===== src/rtl/mc14500_pkg.sv =====
// Shared constants for the MC14500B program sequencer: opcodes, sequencer
// states and instruction-word layout.
package mc14500_pkg;

    localparam logic [3:0] OP_NOPO = 4'h0;
    localparam logic [3:0] OP_LD   = 4'h1;
    localparam logic [3:0] OP_LDC  = 4'h2;
    localparam logic [3:0] OP_AND  = 4'h3;
    localparam logic [3:0] OP_ANDC = 4'h4;
    localparam logic [3:0] OP_OR   = 4'h5;
    localparam logic [3:0] OP_ORC  = 4'h6;
    localparam logic [3:0] OP_XNOR = 4'h7;
    localparam logic [3:0] OP_STO  = 4'h8;
    localparam logic [3:0] OP_STOC = 4'h9;
    localparam logic [3:0] OP_IEN  = 4'hA;
    localparam logic [3:0] OP_OEN  = 4'hB;
    localparam logic [3:0] OP_JMP  = 4'hC;
    localparam logic [3:0] OP_RTN  = 4'hD;
    localparam logic [3:0] OP_SKZ  = 4'hE;
    localparam logic [3:0] OP_NOPF = 4'hF;

    typedef enum logic [1:0] {IDLE, RUN, BUBBLE, HALT} seq_state_t;

    // Instruction word is {opcode, operand}; the opcode sits above the
    // PC_W-bit operand, so its LSB offset equals PC_W.
    localparam int OPC_W   = 4;
    localparam int OPR_LSB = 0;

endpackage


===== src/rtl/mc14500_seq_if.sv =====
// Sequencer <-> ICU link: opcode/run/data towards the ICU, control strobes back.
interface mc14500_seq_if;
    logic [3:0] I;
    logic       run;
    logic       DATA;
    logic       WRITE;
    logic       DATA_OUT;
    logic       JMP;
    logic       RTN;
    logic       FLAG_F;

    modport master (output I, run, DATA,
                    input  WRITE, DATA_OUT, JMP, RTN, FLAG_F);
    modport slave  (input  I, run, DATA,
                    output WRITE, DATA_OUT, JMP, RTN, FLAG_F);
endinterface


===== src/rtl/mc14500_rtn_stack.sv =====
// Return-address LIFO; overflow/underflow requests are silently ignored here.
module mc14500_rtn_stack #(
    parameter  int PC_W  = 8,
    parameter  int STK_D = 4,
    localparam int SP_W  = $clog2(STK_D + 1)
) (
    input  logic            clk,
    input  logic            RST,
    input  logic            clr,
    input  logic            push,
    input  logic            pop,
    input  logic [PC_W-1:0] din,
    output logic [PC_W-1:0] dout,
    output logic [SP_W-1:0] sp,
    output logic            full,
    output logic            empty
);
    localparam int IDX_W = (STK_D > 1) ? $clog2(STK_D) : 1;

    logic [PC_W-1:0] mem [2**IDX_W];
    logic [SP_W-1:0] sp_dec;

    assign sp_dec = sp - 1'b1;
    assign full   = (sp == SP_W'(STK_D));
    assign empty  = (sp == '0);
    assign dout   = mem[sp_dec[IDX_W-1:0]];

    // Contents survive clr and reset; only the occupancy count is cleared.
    always_ff @(posedge clk) begin
        if (push && !full)
            mem[sp[IDX_W-1:0]] <= din;
    end

    always_ff @(posedge clk or posedge RST) begin
        if (RST)
            sp <= '0;
        else if (clr)
            sp <= '0;
        else if (push && !full)
            sp <= sp + 1'b1;
        else if (pop && !empty)
            sp <= sp - 1'b1;
    end
endmodule


===== src/rtl/mc14500_seq.sv =====
// Program sequencer and bit-addressed I/O block driving an MC14500B ICU.
//
//  state  | meaning
//  IDLE   | stopped, run=0, pc held, waiting for start
//  RUN    | executing; acts on FLAG_F/JMP/RTN from the ICU
//  BUBBLE | ICU stall after JMP/RTN; pc held so the target is re-presented
//  HALT   | FLAG_F seen, run=0, pc held, start restarts from 0
module mc14500_seq
    import mc14500_pkg::*;
#(
    parameter int PC_W  = 8,
    parameter int IO_AW = 4,
    parameter int STK_D = 4
) (
    input  logic                       clk,
    input  logic                       RST,
    input  logic                       start,
    input  logic                       stop,
    output logic [PC_W-1:0]            prog_addr,
    input  logic [OPC_W+PC_W-1:0]      prog_data,
    mc14500_seq_if.master              icu,
    input  logic [2**IO_AW-1:0]        in_bits,
    output logic [2**IO_AW-1:0]        out_bits,
    output logic                       halted,
    output logic                       stk_err,
    output logic [$clog2(STK_D+1)-1:0] sp
);
    localparam logic [1:0] ST_IDLE   = 2'(IDLE);
    localparam logic [1:0] ST_RUN    = 2'(RUN);
    localparam logic [1:0] ST_BUBBLE = 2'(BUBBLE);
    localparam logic [1:0] ST_HALT   = 2'(HALT);

    logic [1:0]       state;
    logic [PC_W-1:0]  pc;
    logic [PC_W-1:0]  pc_inc;
    logic [3:0]       opcode;
    logic [PC_W-1:0]  operand;
    logic [IO_AW-1:0] io_addr;
    logic             active;
    logic             restart;
    logic             exec;
    logic             stk_push;
    logic             stk_pop;
    logic [PC_W-1:0]  stk_dout;
    logic             stk_full;
    logic             stk_empty;

    assign opcode    = prog_data[PC_W +: OPC_W];
    assign operand   = prog_data[OPR_LSB +: PC_W];
    assign io_addr   = operand[IO_AW-1:0];
    assign pc_inc    = pc + 1'b1;
    assign prog_addr = pc;

    assign active  = (state == ST_RUN) || (state == ST_BUBBLE);
    assign restart = start && ((state == ST_IDLE) || (state == ST_HALT));
    // ICU strobes only count in RUN and only if nothing of higher priority fires.
    assign exec     = (state == ST_RUN) && !stop && !icu.FLAG_F;
    assign stk_push = exec && icu.JMP;
    assign stk_pop  = exec && !icu.JMP && icu.RTN;

    assign icu.run  = active;
    assign icu.I    = active ? opcode : OP_NOPO;
    assign icu.DATA = in_bits[io_addr];
    assign halted   = (state == ST_HALT);

    mc14500_rtn_stack #(.PC_W(PC_W), .STK_D(STK_D)) u_stack (
        .clk   (clk),
        .RST   (RST),
        .clr   (restart),
        .push  (stk_push),
        .pop   (stk_pop),
        .din   (pc_inc),
        .dout  (stk_dout),
        .sp    (sp),
        .full  (stk_full),
        .empty (stk_empty)
    );

    always_ff @(posedge clk or posedge RST) begin
        if (RST) begin
            state   <= ST_IDLE;
            pc      <= '0;
            stk_err <= 1'b0;
        end else begin
            case (state)
                ST_IDLE, ST_HALT: begin
                    if (start) begin
                        state   <= ST_RUN;
                        pc      <= '0;
                        stk_err <= 1'b0;
                    end
                end
                ST_RUN: begin
                    if (stop) begin
                        state <= ST_IDLE;
                    end else if (icu.FLAG_F) begin
                        state <= ST_HALT;
                        pc    <= pc_inc;
                    end else if (icu.JMP) begin
                        if (stk_full)
                            stk_err <= 1'b1;
                        pc    <= operand;
                        state <= ST_BUBBLE;
                    end else if (icu.RTN) begin
                        if (stk_empty) begin
                            stk_err <= 1'b1;
                            pc      <= pc_inc;
                        end else begin
                            pc <= stk_dout;
                        end
                        state <= ST_BUBBLE;
                    end else begin
                        pc <= pc_inc;
                    end
                end
                ST_BUBBLE: state <= stop ? ST_IDLE : ST_RUN;
                default:   state <= ST_IDLE;
            endcase
        end
    end

    // Stores complete in any state so an in-flight ICU write is never lost.
    always_ff @(posedge clk or posedge RST) begin
        if (RST)
            out_bits <= '0;
        else if (icu.WRITE)
            out_bits[io_addr] <= icu.DATA_OUT;
    end
endmodule

===== src/flat_wrapper.sv =====
// flat-port wrapper written by rule: the top's interface ports become plain ports
module mc14500_seq_flat import mc14500_pkg::*;
#(
    parameter int PC_W  = 8,
    parameter int IO_AW = 4,
    parameter int STK_D = 4
)
  (clk, RST, start, stop, prog_addr, prog_data, in_bits, out_bits, halted, stk_err, sp, icu_I, icu_run, icu_DATA, icu_WRITE, icu_DATA_OUT, icu_JMP, icu_RTN, icu_FLAG_F);
  mc14500_seq_if icu_i ();
  input  logic clk;
  input  logic RST;
  input  logic start;
  input  logic stop;
  output logic [PC_W-1:0] prog_addr;
  input  logic [OPC_W+PC_W-1:0] prog_data;
  input  logic [2**IO_AW-1:0] in_bits;
  output logic [2**IO_AW-1:0] out_bits;
  output logic halted;
  output logic stk_err;
  output logic [$clog2(STK_D+1)-1:0] sp;
  output wire logic [$bits(icu_i.I)-1:0] icu_I;
  output wire logic [$bits(icu_i.run)-1:0] icu_run;
  output wire logic [$bits(icu_i.DATA)-1:0] icu_DATA;
  input wire logic [$bits(icu_i.WRITE)-1:0] icu_WRITE;
  input wire logic [$bits(icu_i.DATA_OUT)-1:0] icu_DATA_OUT;
  input wire logic [$bits(icu_i.JMP)-1:0] icu_JMP;
  input wire logic [$bits(icu_i.RTN)-1:0] icu_RTN;
  input wire logic [$bits(icu_i.FLAG_F)-1:0] icu_FLAG_F;
  assign icu_I = icu_i.I;
  assign icu_run = icu_i.run;
  assign icu_DATA = icu_i.DATA;
  assign icu_i.WRITE = icu_WRITE;
  assign icu_i.DATA_OUT = icu_DATA_OUT;
  assign icu_i.JMP = icu_JMP;
  assign icu_i.RTN = icu_RTN;
  assign icu_i.FLAG_F = icu_FLAG_F;
  mc14500_seq #(.PC_W(PC_W), .IO_AW(IO_AW), .STK_D(STK_D)) u_core (.clk(clk), .RST(RST), .start(start), .stop(stop), .prog_addr(prog_addr), .prog_data(prog_data), .icu(icu_i), .in_bits(in_bits), .out_bits(out_bits), .halted(halted), .stk_err(stk_err), .sp(sp));
endmodule

===== config.mk =====
export PLATFORM = sky130hd
export DESIGN_NAME = mc14500_seq_flat
export DESIGN_NICKNAME = d
export VERILOG_FILES = /design/src/rtl/mc14500_pkg.sv /design/src/rtl/mc14500_seq_if.sv /design/src/rtl/mc14500_rtn_stack.sv /design/src/rtl/mc14500_seq.sv /design/src/flat_wrapper.sv
export SDC_FILE = /design/constraint.sdc
export NUM_CORES = 1
export LEC_CHECK = 0
export ABC_AREA = 0
export CAP_MARGIN = 20
export CORE_MARGIN = 5
export CORE_UTILIZATION = 51
export CTS_BUF_LIST = sky130_fd_sc_hd__clkbuf_16
export CTS_CLUSTER_DIAMETER = 150
export CTS_CLUSTER_SIZE = 20
export DETAILED_ROUTE_END_ITERATION = 16
export DONT_BUFFER_PORTS = 1
export PLACE_DENSITY = 0.66
export RECOVER_POWER = 50
export SLEW_MARGIN = 0
export SYNTH_ARGS = -nofsm -noshare
export SYNTH_HDL_FRONTEND = slang
export SYNTH_SLANG_ARGS = --single-unit

===== constraint.sdc =====
create_clock -name clk -period 2.8 [get_ports clk]
set_clock_uncertainty 0.15 [all_clocks]
set_input_delay 0.14 -clock clk [delete_from_list [all_inputs] [get_ports clk]]
set_output_delay 0.14 -clock clk [all_outputs]
set_load 0.005 [all_outputs]

After elaboration in Yosys (flattened, before gate mapping)

Memories as Yosys holds them, arrays and structs flattened.
Cells that the tools add are included.

Bits in registers: 30
Bits in latches: 0
Memory bits (writable): 32
Bits in read-only memories: 0
Bits of input ports: 37
Word-level logic and storage cells: 79
Memories: 1

Memories:

| name               | depth | width | read ports | clocked after Yosys merged registers in | wr ports | line                    | text |
|---|---|---|---|---|---|---|---|
| u_core.u_stack.mem | 4     | 8     | 1          | 0                                       | 1        | mc14500_rtn_stack.sv:20 | `logic [PC_W-1:0] mem [2**IDX_W];` |

Add/subtract/negate cells: 3
Multipliers: 0
Div/mod/pow operators: 0
Order comparisons: 2
Equal/unequal tests: 11
Shift-type cells: 0
Multiplexer cells: 33
Bitwise gates (word level): 0
Reductions and logical operators: 24

Operator list:

| kind                | count |
|---|---|
| $mux 8              | 6 |
| $bwmux 16           | 1 |
| $pmux 8 s2          | 1 |
| $mux 1              | 12 |
| $mux 2              | 5 |
| $logic_and 1x1->1   | 9 |
| $mux 3              | 3 |
| $ne 3x3->1 const B  | 3 |
| $add 8x1->8 const B | 1 |
| $reduce_and 7->1    | 1 |
| $ne 2x2->1 const B  | 3 |
| $pmux 2 s3          | 1 |
| $logic_not 1->1     | 5 |
| $lt 4x5->1 const B  | 1 |
| $ne 5x5->1 const B  | 1 |
| $bmux 1 s4          | 1 |
| $demux 1 s4         | 1 |
| $eq 2x2->1 const B  | 2 |
| $ge 4x1->1 const B  | 1 |
| $mux 4              | 1 |
| $add 3x1->3 const B | 1 |
| $eq 3x3->1 const B  | 1 |
| $logic_not 3->1     | 1 |
| $reduce_and 3->1    | 1 |
| other kinds (9)     | 10 |

Depth between registers and ports, before layout

Gate-level depths: netlist of run 1.

Depth in word-level cells: 9
Gate-level depth with buffers: 9
Depth with buffers taken out: 7

Modules after synthesis

A second synthesis of run 1 with hierarchy kept.

Cell total of the unflattened synthesis: 269
Area, all modules: 3300.7 um^2

Modules (own cells, without submodules):

| module            | times used | cells each | area each (um^2) | sequential area each (um^2) |
|---|---|---|---|---|
| mc14500_seq       | 1          | 194        | 1853.0           | 675.6 |
| mc14500_rtn_stack | 1          | 75         | 1447.6           | 1036.0 |

Least setup slack after synthesis of run 1

Ideal clock, no wire load.

Kind: reg2reg
Start: register u_core.u_stack.sp[0]
End: register u_core.pc[5], in the netlist u_core.prog_addr[5]
Library setup time: 126 ps
Arrival time: 2032 ps
Setup slack: 492 ps
Stages on the path, launching flop included: 8
Buffers on the path: 2
Clock period less this slack: 2308 ps
Path through: dfrtp_1 buf_6 inv_1 ha_1 clkbuf_1 mux4_2 a22o_1 a221o_1

Cells in the longest elaborated chain, start to end: 8
Elaborated cells between the ends (all ways): 9

Ends and longest elaborated chain:

| element                  | line                    | text |
|---|---|---|
| start: declaration       | mc14500_rtn_stack.sv:14 | `output logic [SP_W-1:0] sp,` |
| start signal: assignment | mc14500_rtn_stack.sv:40 | `sp <= sp + 1'b1;` |
| start signal: assignment | mc14500_rtn_stack.sv:42 | `sp <= sp - 1'b1;` |
| $sub 3x1->3              | mc14500_rtn_stack.sv:23 | `assign sp_dec = sp - 1'b1;` |
| $mem_v2 4x8              | -                       |  |
| $mux 8 *                 | mc14500_seq.sv:105      | `if (stk_empty) begin` |
| $mux 8 *                 | mc14500_seq.sv:104      | `end else if (icu.RTN) begin` |
| $mux 8 *                 | mc14500_seq.sv:99       | `end else if (icu.JMP) begin` |
| $mux 8 *                 | mc14500_seq.sv:96       | `end else if (icu.FLAG_F) begin` |
| $mux 8 *                 | mc14500_seq.sv:94       | `if (stop) begin` |
| $pmux 8 s2 *             | mc14500_seq.sv:85       | `case (state)` |
| end signal: assignment   | mc14500_seq.sv:98       | `pc <= pc_inc;` |
| end signal: assignment   | mc14500_seq.sv:102      | `pc <= operand;` |
| end signal: assignment   | mc14500_seq.sv:107      | `pc <= pc_inc;` |
| end: declaration         | mc14500_seq.sv:34       | `logic [PC_W-1:0] pc;` |

Mark *: on every way between the ends. The rest lies on a longest branch, timed or not. The select of a mux whose other input is x is not followed.
A chain may end at the register's enable or synchronous reset.

Worst setup path after layout of run 1

Same ends and word-level chain as after synthesis.

==> results of run 1 <==
power breakdown:
group          total, mW  internal [mW]  switching (mW)
combinational      0.929          0.402           0.528
sequential          1.33           1.17           0.158
clock               1.09          0.688           0.404
total               3.35           2.26            1.09
flip-flops by register name, summed over array words and instances (netlist names):
| name | flops |
|---|---|
| u_core.out_bits | 16 |
| u_core.stk_err | 1 |
| u_core.state | 2 |
| u_core.prog_addr | 8 |
| u_core.u_stack.sp | 3 |
| u_core.u_stack.mem | 32 |
kinds of logic after synthesis:
group                      share of synthesized area (%)
xor gates and xnor gates                            1.38
and+or+nand+nor                                     14.1
muxes                                               16.1
adders and majority gates                           3.56
AOI/OAI and AO/OA                                   7.86
DFF                                                 54.0
buffers and inverters                               2.88
cells in the final DEF, fill, tap and decap left out, drive strengths merged:
| cell type | netlist | layout |
|---|---|---|
| clkinv | 0 | 3 |
| o22a | 1 | 1 |
| nor3b | 3 | 3 |
| or2 | 3 | 3 |
| clkbuf | 8 | 11 |
| nor2b | 13 | 13 |
| inv | 12 | 12 |
| a21oi | 8 | 8 |
| a221o | 1 | 1 |
| nor4b | 1 | 1 |
| and3 | 1 | 1 |
| mux4 | 13 | 13 |
| o221a | 2 | 2 |
| o21ai | 9 | 9 |
| mux2 | 17 | 17 |
| a31oi | 2 | 2 |
| o22ai | 5 | 5 |
| a22o | 1 | 1 |
| nor3 | 4 | 4 |
| xor2 | 3 | 3 |
| o31ai | 4 | 4 |
| nor2 | 19 | 19 |
| clkinvlp | 0 | 3 |
| xnor2 | 2 | 2 |
| dfrtp | 30 | 30 |
| a22oi | 1 | 1 |
| nand3b | 4 | 4 |
| nand2b | 6 | 6 |
| nand2 | 16 | 16 |
| dlygate4sd3 | 0 | 19 |
| nand3 | 6 | 6 |
| o2bb2ai | 1 | 1 |
| edfxtp | 32 | 32 |
| and2 | 6 | 6 |
| bufinv | 0 | 1 |
| ha | 9 | 9 |
| or3 | 3 | 3 |
| o211a | 2 | 2 |
metrics by stage:
stage	std cells	utilization (%)	instance area [sq um]	power, mW
after global routing	352	62.0	3710	3.57
after CTS	352	62.1	3720	3.39
after global placement	317	53.9	3230	2.23
after floorplan	250	-	3170	2.02
final	352	62.0	3710	3.35
after detailed placement	317	53.9	3230	2.26
worst register-to-register path, delay by kind of cell, from the launching register on:
kind | cells | cell delay, ps
AOI/OAI and AO/OA | 2 | 540
buffers and inverters | 1 | 600
DFF | 1 | 340
muxes | 1 | 590
final cells by class:
cell class              count  area share (%)
clock buffers               9            6.06
clock inverters             7            2.02
inverters                  12            1.21
multi-input cells         166            36.7
flip-flops and latches     62            46.1
well taps                  75            2.53
repair buffers             21            5.36
metal layers:
| metal | vias to the layer above | routed length, um | GRT usage, % |
|---|---|---|---|
| li1 | 968 | - | - |
| met1 | 1058 | 2990 | 25.4 |
| met2 | 71 | 3480 | 29.9 |
| met3 | 11 | 567 | 7.54 |
| met4 | 0 | 137 | 9.20 |
| met5 | - | 0 | 0 |
what timing repair did:
action | CTS | global route
hold buffers | 19 | 0
hold endpoints to repair | 60 | 0
setup endpoints to repair | 0 | 0
buffers inserted | 0 | 0
how the worst max path moves through the flow:
| stage | end | slack, ps | from |
|---|---|---|---|
| floorplan | u_core.prog_addr[5]$_DFFE_PP0P_ | 490 | u_core.u_stack.sp[0]$_DFFE_PP0P_ |
| global placement | u_core.prog_addr[7]$_DFFE_PP0P_ | 570 | u_core.state[0]$_DFFE_PP0P_ |
| detailed placement | u_core.prog_addr[7]$_DFFE_PP0P_ | 510 | u_core.state[0]$_DFFE_PP0P_ |
| CTS | u_core.u_stack.mem[2][0]$_DFFE_PP_ | 500 | u_core.state[1]$_DFFE_PP0P_ |
| global route | u_core.u_stack.mem[0][2]$_DFFE_PP_ | 310 | u_core.state[1]$_DFFE_PP0P_ |
| finish | u_core.prog_addr[5]$_DFFE_PP0P_ | 460 | u_core.u_stack.sp[0]$_DFFE_PP0P_ |
==> flow_metrics.tcl, run 1 <==
set metrics [dict create \
    outcome "complete, no violations" \
    initial_utilization_pct 52.9 \
    seq_area_frac_synth_pct 54.0 \
    rsz0062_at_grt "false" \
    synthArstFlopShare_pct 48.4 \
    drt_pass1_iterations 4 \
    fin_crit_ps 2340 \
    port_buffers 0 \
    crit_cells 4 \
    vias 2108 \
    syn-num-nets 296 \
    chipHeight_um 88.8 \
    cp.arrival_ps 2400 \
    diodes 0 \
    crit_path_max_incr_delay_ps 600 \
    core_sq_um 5990 \
    syn_avg_cell_area_sq_um 12.7 \
    r2r_cells 4 \
    grt_usage_pct 19.9 \
    multi_input_area_sq_um 1360 \
    setup_tns_ps 0 \
    synth_edf_count 32 \
    synth_area_sq_um 3170 \
    cts_buffer_depth 2 \
    fp.dieArea_sq_um 7890 \
    synth_cell_types 41 \
    critPathRequiredTime_ps 2860 \
    h-tree-depth 3 \
    p_leak_nw 1.46 \
    wire_per_inst_um 20.4 \
    worstSetupStartpointType "flip-flop" \
    cts_tree "done" \
    synth_top_cell_area_share_pct 30.3 \
    synth-seq-cells 62 \
    fin_ws_ps 459 \
    path_class "reg2reg" \
    cts_buffers 9 \
    post-route-drc-count 0 \
    post-dp-hpwl_um 5010 \
    min_delay_path_depth 4 \
    area_growth_syn_to_layout_pct 17.3 \
    reg2reg_to "u_core.prog_addr[5]$_DFFE_PP0P_" \
    cp_slowest_cell "clkbuf_1" \
    crit_buf_inv 1 \
    power_density_nw_per_um2 902 \
    grt_pass1_vias 2103 \
    clk_pin_slew_ps 50 \
    worstMarginPinSlew_ps 794 \
    final-hold-violation-count 0 \
    boundaryPins 72 \
    ir_drop_uv 593 \
    drt_iter0_markers 225 \
    yosys-top-cells-count "edfxtp_1, dfrtp_1, nor2_1" \
    grt.overflow.total 0 \
    row_count 28 \
    synth_flop_cell "edfxtp_1" \
    hold_slack_ps 16.9 \
    die_x_um 88.8 \
    seqCellArea_sq_um 1710 \
    setup_violations 0 \
    cp_max_fo 11 \
    ant_nets 0 \
    nets 318 \
    place.gp.congestion 0.807 \
    cts_sinks 62 \
    drv_slew 0 \
    crit_path_end_kind "flip-flop" \
    cts_resized 0 \
    hold_start "icu_JMP" \
    antenna_found_initial 0 \
    wirelength_um 7180 \
    grt_max_degree 27 \
    crit_chain "clkbuf_1 -> mux4_2 -> a22o_1 -> a221o_1" \
    dpl_worst_slack_ps 513 \
    ys_warn_count 0 \
    fin_crit_sh_pct 83.6 \
    hold_path_end "u_core.stk_err$_DFFE_PP0P_" \
    grt_pass1_wl_um 11200 \
    fillers 477 \
    r2r_slack_ps 460 \
    synth_most_common_cell "edfxtp_1" \
    clock.fmax_mhz 427 \
    hold_class "in2reg" \
    viasPerCell 5.99 \
    cp_top_family "buffers and inverters" \
    clock_latency_ps 330 \
    synth.area.top_cells "edfxtp_1, dfrtp_1, mux2_2" \
    syn_inst 250 \
    max_slew_margin_pct 47.1 \
    cts_root_buf "clkbuf_16" \
    maxCapViolations 0 \
    yosys.area.top_type "edfxtp_1" \
    r2r-start "u_core.u_stack.sp[0]$_DFFE_PP0P_" \
    layout-drive-gt1-share_pct 16.6 \
]
(Power assumes the default switching activity.)
==> run 2: changes to the inputs <==
--- a/config.mk
+++ b/config.mk
@@ -14,7 +14,7 @@
 export CTS_CLUSTER_SIZE = 20
 export DETAILED_ROUTE_END_ITERATION = 16
 export DONT_BUFFER_PORTS = 1
-export PLACE_DENSITY = 0.66
+export PLACE_DENSITY = 0.69
 export RECOVER_POWER = 50
 export SLEW_MARGIN = 0
 export SYNTH_ARGS = -nofsm -noshare
==> constraint.sdc (replaced) <==
create_clock -name clk -period 2.1 [get_ports clk]
set_clock_uncertainty 0.15 [all_clocks]
set_input_delay 0.105 -clock clk [delete_from_list [all_inputs] [get_ports clk]]
set_output_delay 0.105 -clock clk [all_outputs]
set_load 0.005 [all_outputs]
==> flow_metrics.tcl, run 2 (same netlist as run 1, synthesis figures left out) <==
set metrics [dict create \
    outcome "complete, no violations" \
    post-route-drc-count 0 \
    grt_pass1_vias 2128 \
    grt_max_degree 31 \
    r2r-start "u_core.u_stack.sp[1]$_DFFE_PP0P_" \
    area_growth_syn_to_layout_pct 20.0 \
    hold_path_end "u_core.prog_addr[2]$_DFFE_PP0P_" \
    rsz0062_at_grt "false" \
    layout_commonest_cell "edfxtp_1" \
    vias 2104 \
    dpl_worst_slack_ps 0.930 \
    post_cts_buffers 0 \
    path_class "reg2reg" \
    power_mw 4.42 \
    power_density_nw_per_um2 1160 \
    p_clk_share_pct 28.1 \
    min_delay_path_depth 4 \
    cts_sinks 62 \
    nets 329 \
    viasPerCell 5.80 \
    diodes 0 \
    grt_pass1_wl_um 11000 \
    port_buffers 0 \
    clk_pin_slew_ps 50 \
    cts_root_buf "clkbuf_16" \
    wirelength_um 6930 \
    setup_tns_ps 0 \
    crit_path_max_incr_delay_ps 430 \
    r2r_slack_ps 150 \
    max_slew_margin_pct 47.7 \
    switching_power_mw 1.41 \
    reg2reg_to "u_core.prog_addr[7]$_DFFE_PP0P_" \
    p_leak_nw 1.53 \
    hold_class "in2reg" \
    final-hold-violation-count 0 \
    row_count 28 \
    wire_per_inst_um 19.1 \
    boundaryPins 72 \
    antenna_found_initial 0 \
    clock.fmax_mhz 514 \
    utilization_pct 63.4 \
    die_x_um 88.8 \
    worstSetupStartpointType "flip-flop" \
    h-tree-depth 3 \
    setup_violations 0 \
    layout-drive-gt1-share_pct 20.5 \
    ir_drop_uv 763 \
    post-dp-hpwl_um 4760 \
    grt.overflow.total 0 \
    core_sq_um 5990 \
    fp.dieArea_sq_um 7890 \
    initial_utilization_pct 52.9 \
    internal_power_mw 3.01 \
    cts_buffer_depth 2 \
    final_cell_count_no_fill 363 \
    switching_share_pct 31.8 \
    cts_tree "done" \
    cp_max_fo 5 \
    ant_nets 0 \
    power_frac_seq_pct 39.8 \
    combPwrFrac_pct 32.0 \
    grt_usage_pct 19.0 \
    stdcell_area_sq_um 3800 \
    maxCapViolations 0 \
    placed_area_sq_um 3360 \
    worstMarginPinSlew_ps 784 \
    drt_iter0_markers 213 \
    placed_cells 329 \
    fin_ws_ps 155 \
    cts_buffers 9 \
    hold_slack_ps 17.0 \
    largest_reg_flops 32 \
    crit_chain "inv_1 -> ha_4 -> nor2b_1 -> or3_1 -> o221a_2 -> a21oi_2 -> o2bb2ai_1" \
    r2r_cells 7 \
    fin_crit_ps 1950 \
    critPathRequiredTime_ps 2150 \
    cp_slowest_cell "or3_1" \
    hold_start "icu_FLAG_F" \
    layout_common_cells "edfxtp_1, dfrtp_1, nor2_1" \
    clock_latency_ps 320 \
    fin_crit_sh_pct 92.6 \
    crit_path_end_kind "flip-flop" \
    place.gp.congestion 0.795 \
    drv_slew 0 \
    chipHeight_um 88.8 \
    drt_pass1_iterations 4 \
    cp.arrival_ps 2000 \
]
run 2: repair_timing:
action	4_1_cts	5_1_grt
resized for setup	2	4
endpoints found under the setup margin	10	36
hold buffers	18	0
hold endpoints to repair	58	0
run 2: layout make-up:
cell class                      count  area [sq um]
Clock buffer                        9           225
Clock inverter                      7          27.5
Sequential cell                    62          1710
Fill cell                         472          2190
Timing Repair Buffer               32           304
Inverter                           12          45.0
Tap cell                           75          93.8
Multi-Input combinational cell    166          1390
run 2: worst max-delay path by stage:
| stage | start | to | slack (ps) | cells past startpoint |
|---|---|---|---|---|
| finish | u_core.u_stack.sp[1]$_DFFE_PP0P_ | u_core.prog_addr[7]$_DFFE_PP0P_ | 150 | 7 |
| global route | u_core.state[1]$_DFFE_PP0P_ | u_core.u_stack.mem[3][2]$_DFFE_PP_ | 40 | 6 |
| CTS | u_core.state[1]$_DFFE_PP0P_ | u_core.u_stack.mem[3][2]$_DFFE_PP_ | 60 | 6 |
| detailed placement | u_core.state[1]$_DFFE_PP0P_ | u_core.u_stack.mem[2][3]$_DFFE_PP_ | 0.9 | 5 |
| global placement | u_core.state[1]$_DFFE_PP0P_ | u_core.u_stack.mem[2][2]$_DFFE_PP_ | 50 | 5 |
| floorplan | u_core.u_stack.sp[0]$_DFFE_PP0P_ | u_core.prog_addr[5]$_DFFE_PP0P_ | 20 | 7 |
run 2: layer usage:
metal	global-route usage (%)	wire length, um	up-vias
met3	5.21	531	6
met4	8.24	82	0
met5	0	0	-
li1	-	-	993
met1	24.5	2880	1035
met2	30.2	3440	70
run 2: power by group through the flow:
stage | registers (mW) | clock network, mW | logic (mW)
floorplan | 1.73 | 0 | 1.00
global placement | 1.78 | 0 | 1.34
detailed placement | 1.78 | 0 | 1.36
CTS | 1.76 | 1.28 | 1.40
global route | 1.79 | 1.34 | 1.59
finish | 1.76 | 1.24 | 1.41
run 2: worst max-delay path, delay by kind of cell, from the launching register on:
kind / cells / cell delay (ps)
AND/OR/NAND/NOR: 2 / 580
buffers and inverters: 1 / 90
adder cells (fa/ha/maj): 1 / 180
flip-flops: 1 / 340
AO/OA/AOI/OAI: 3 / 480
==> run 3: changes to the inputs <==
--- a/config.mk
+++ b/config.mk
@@ -16,6 +16,7 @@
 export DONT_BUFFER_PORTS = 1
 export PLACE_DENSITY = 0.69
 export RECOVER_POWER = 50
+export SETUP_SLACK_MARGIN = 0.3
 export SLEW_MARGIN = 0
 export SYNTH_ARGS = -nofsm -noshare
 export SYNTH_HDL_FRONTEND = slang
==> flow_metrics.tcl, run 3 (same netlist as run 1, synthesis figures left out) <==
set metrics [dict create \
    outcome "finished with violations" \
    failed_checks "hold timing" \
    chipHeight_um 88.8 \
    p_leak_nw 1.61 \
    post-dp-hpwl_um 5010 \
    cp_max_fo 5 \
    hold_class "in2reg" \
    hold_slack_ps -195 \
    grt_pass1_wl_um 11200 \
    cp.arrival_ps 1970 \
    drt_iter0_markers 86 \
    viasPerCell 5.77 \
    row_count 28 \
    wire_per_inst_um 20.2 \
    wirelength_um 7440 \
    setup_tns_ps 0 \
    final-hold-violation-count 7 \
    max_slew_margin_pct 48.5 \
    boundaryPins 72 \
    antenna_found_initial 0 \
    post-route-drc-count 0 \
    maxCapViolations 0 \
    grt_pass1_vias 2314 \
    grt_usage_pct 19.2 \
    critPathRequiredTime_ps 2150 \
    clock_latency_ps 310 \
    setup_violations 0 \
    grt.overflow.total 0 \
    port_buffers 0 \
    layout_commonest_cell "edfxtp_1" \
    core_sq_um 5990 \
    drv_slew 0 \
    crit_path_max_incr_delay_ps 470 \
    path_class "reg2reg" \
    layout_common_cells "edfxtp_1, dfrtp_1, buf_4" \
    diodes 0 \
    crit_path_end_kind "flip-flop" \
    initial_utilization_pct 52.9 \
    largest_reg_flops 32 \
    ctsHoldBuffers 11 \
    drt_pass1_iterations 4 \
    ant_nets 0 \
    cts_tree "done" \
    fin_crit_ps 1920 \
    placed_area_sq_um 3360 \
    nets 335 \
    cts_root_buf "clkbuf_16" \
    power_density_nw_per_um2 1290 \
    fin_crit_sh_pct 91.6 \
    cts_sinks 62 \
    h-tree-depth 3 \
    clock.fmax_mhz 520 \
    crit_chain "inv_6 -> ha_4 -> mux4_2 -> a22o_1 -> a221o_1" \
    grt_max_degree 31 \
    fp.dieArea_sq_um 7890 \
    worstSetupStartpointType "flip-flop" \
    area_growth_syn_to_layout_pct 25.9 \
    worstMarginPinSlew_ps 773 \
    place.gp.congestion 0.831 \
    vias 2130 \
    cp_slowest_cell "dfrtp_1" \
    cts_buffer_depth 2 \
    layout-drive-gt1-share_pct 34.0 \
    stdcell_area_sq_um 3990 \
    cts_buffers 9 \
    clk_pin_slew_ps 50 \
    ir_drop_uv 872 \
    utilization_pct 66.6 \
    rsz0062_at_grt "true" \
    die_x_um 88.8 \
    cp_top_family "compound AO/OA/AOI/OAI gates" \
    crit_buf_inv 1 \
]
## run 3: metal layers
metal  up-vias  share of wire (%)  track usage (%)
li1        997                  -                -
met2        56                 52             34.3
met3         8                5.5             4.47
met5         -                  0                0
met1      1069                 42             22.9
met4         0               0.74             5.63
## run 3: stage by stage
| step | instances | hold slack, ps | worst slack, ps | total power, mW |
|---|---|---|---|---|
| floorplan | 250 | 41.5 | 80.4 | 2.78 |
| global placement | 326 | -50.4 | 107 | 3.14 |
| detailed placement | 326 | -50.9 | 90.2 | 3.18 |
| CTS | 365 | -160 | 234 | 5.04 |
| global route | 369 | -181 | 106 | 5.42 |
| finish | 369 | -195 | 176 | 5.14 |
## run 3: timing repair
| action | 4_1_cts | 5_1_grt |
|---|---|---|
| buffers inserted | 12 | 4 |
| endpoints found under the hold margin | 58 | 5 |
| pin swaps | 11 | 12 |
| setup endpoints to repair | 47 | 53 |
| gates resized for setup | 24 | 14 |
## run 3: report_power, final
group	switching [mW]	internal, mW	leakage (nW)
logic	0.871	0.987	0.778
registers	0.229	1.56	0.675
clock network	0.470	1.02	0.153
total	1.57	3.57	1.61
## run 3: worst paths after layout
| check | startpoint | cells past startpoint | to | slack, ps |
|---|---|---|---|---|
| setup / recovery | u_core.u_stack.sp[0]$_DFFE_PP0P_ | 5 | u_core.prog_addr[5]$_DFFE_PP0P_ | 180 |
| hold / removal | icu_FLAG_F | 2 | u_core.prog_addr[1]$_DFFE_PP0P_ | -190 |
| setup reg to reg | u_core.u_stack.sp[0]$_DFFE_PP0P_ | 5 | u_core.prog_addr[5]$_DFFE_PP0P_ | 180 |
| hold reg to reg | u_core.out_bits[0]$_DFFE_PP0P_ | 1 | u_core.out_bits[0]$_DFFE_PP0P_ | 380 |
| max in group asynchronous | RST | 3 | u_core.state[0]$_DFFE_PP0P_ | 960 |
| min in group asynchronous | RST | 3 | u_core.state[1]$_DFFE_PP0P_ | 310 |
## run 3: area by class of cell
type	instances	area (sq um)
tap	75	93.8
sequential	62	1710
timing repair buffer	38	330
clock inverter	7	80.1
clock buffer	9	225
fill	423	2000
multi-input combinational	166	1500
inverter	12	50.0
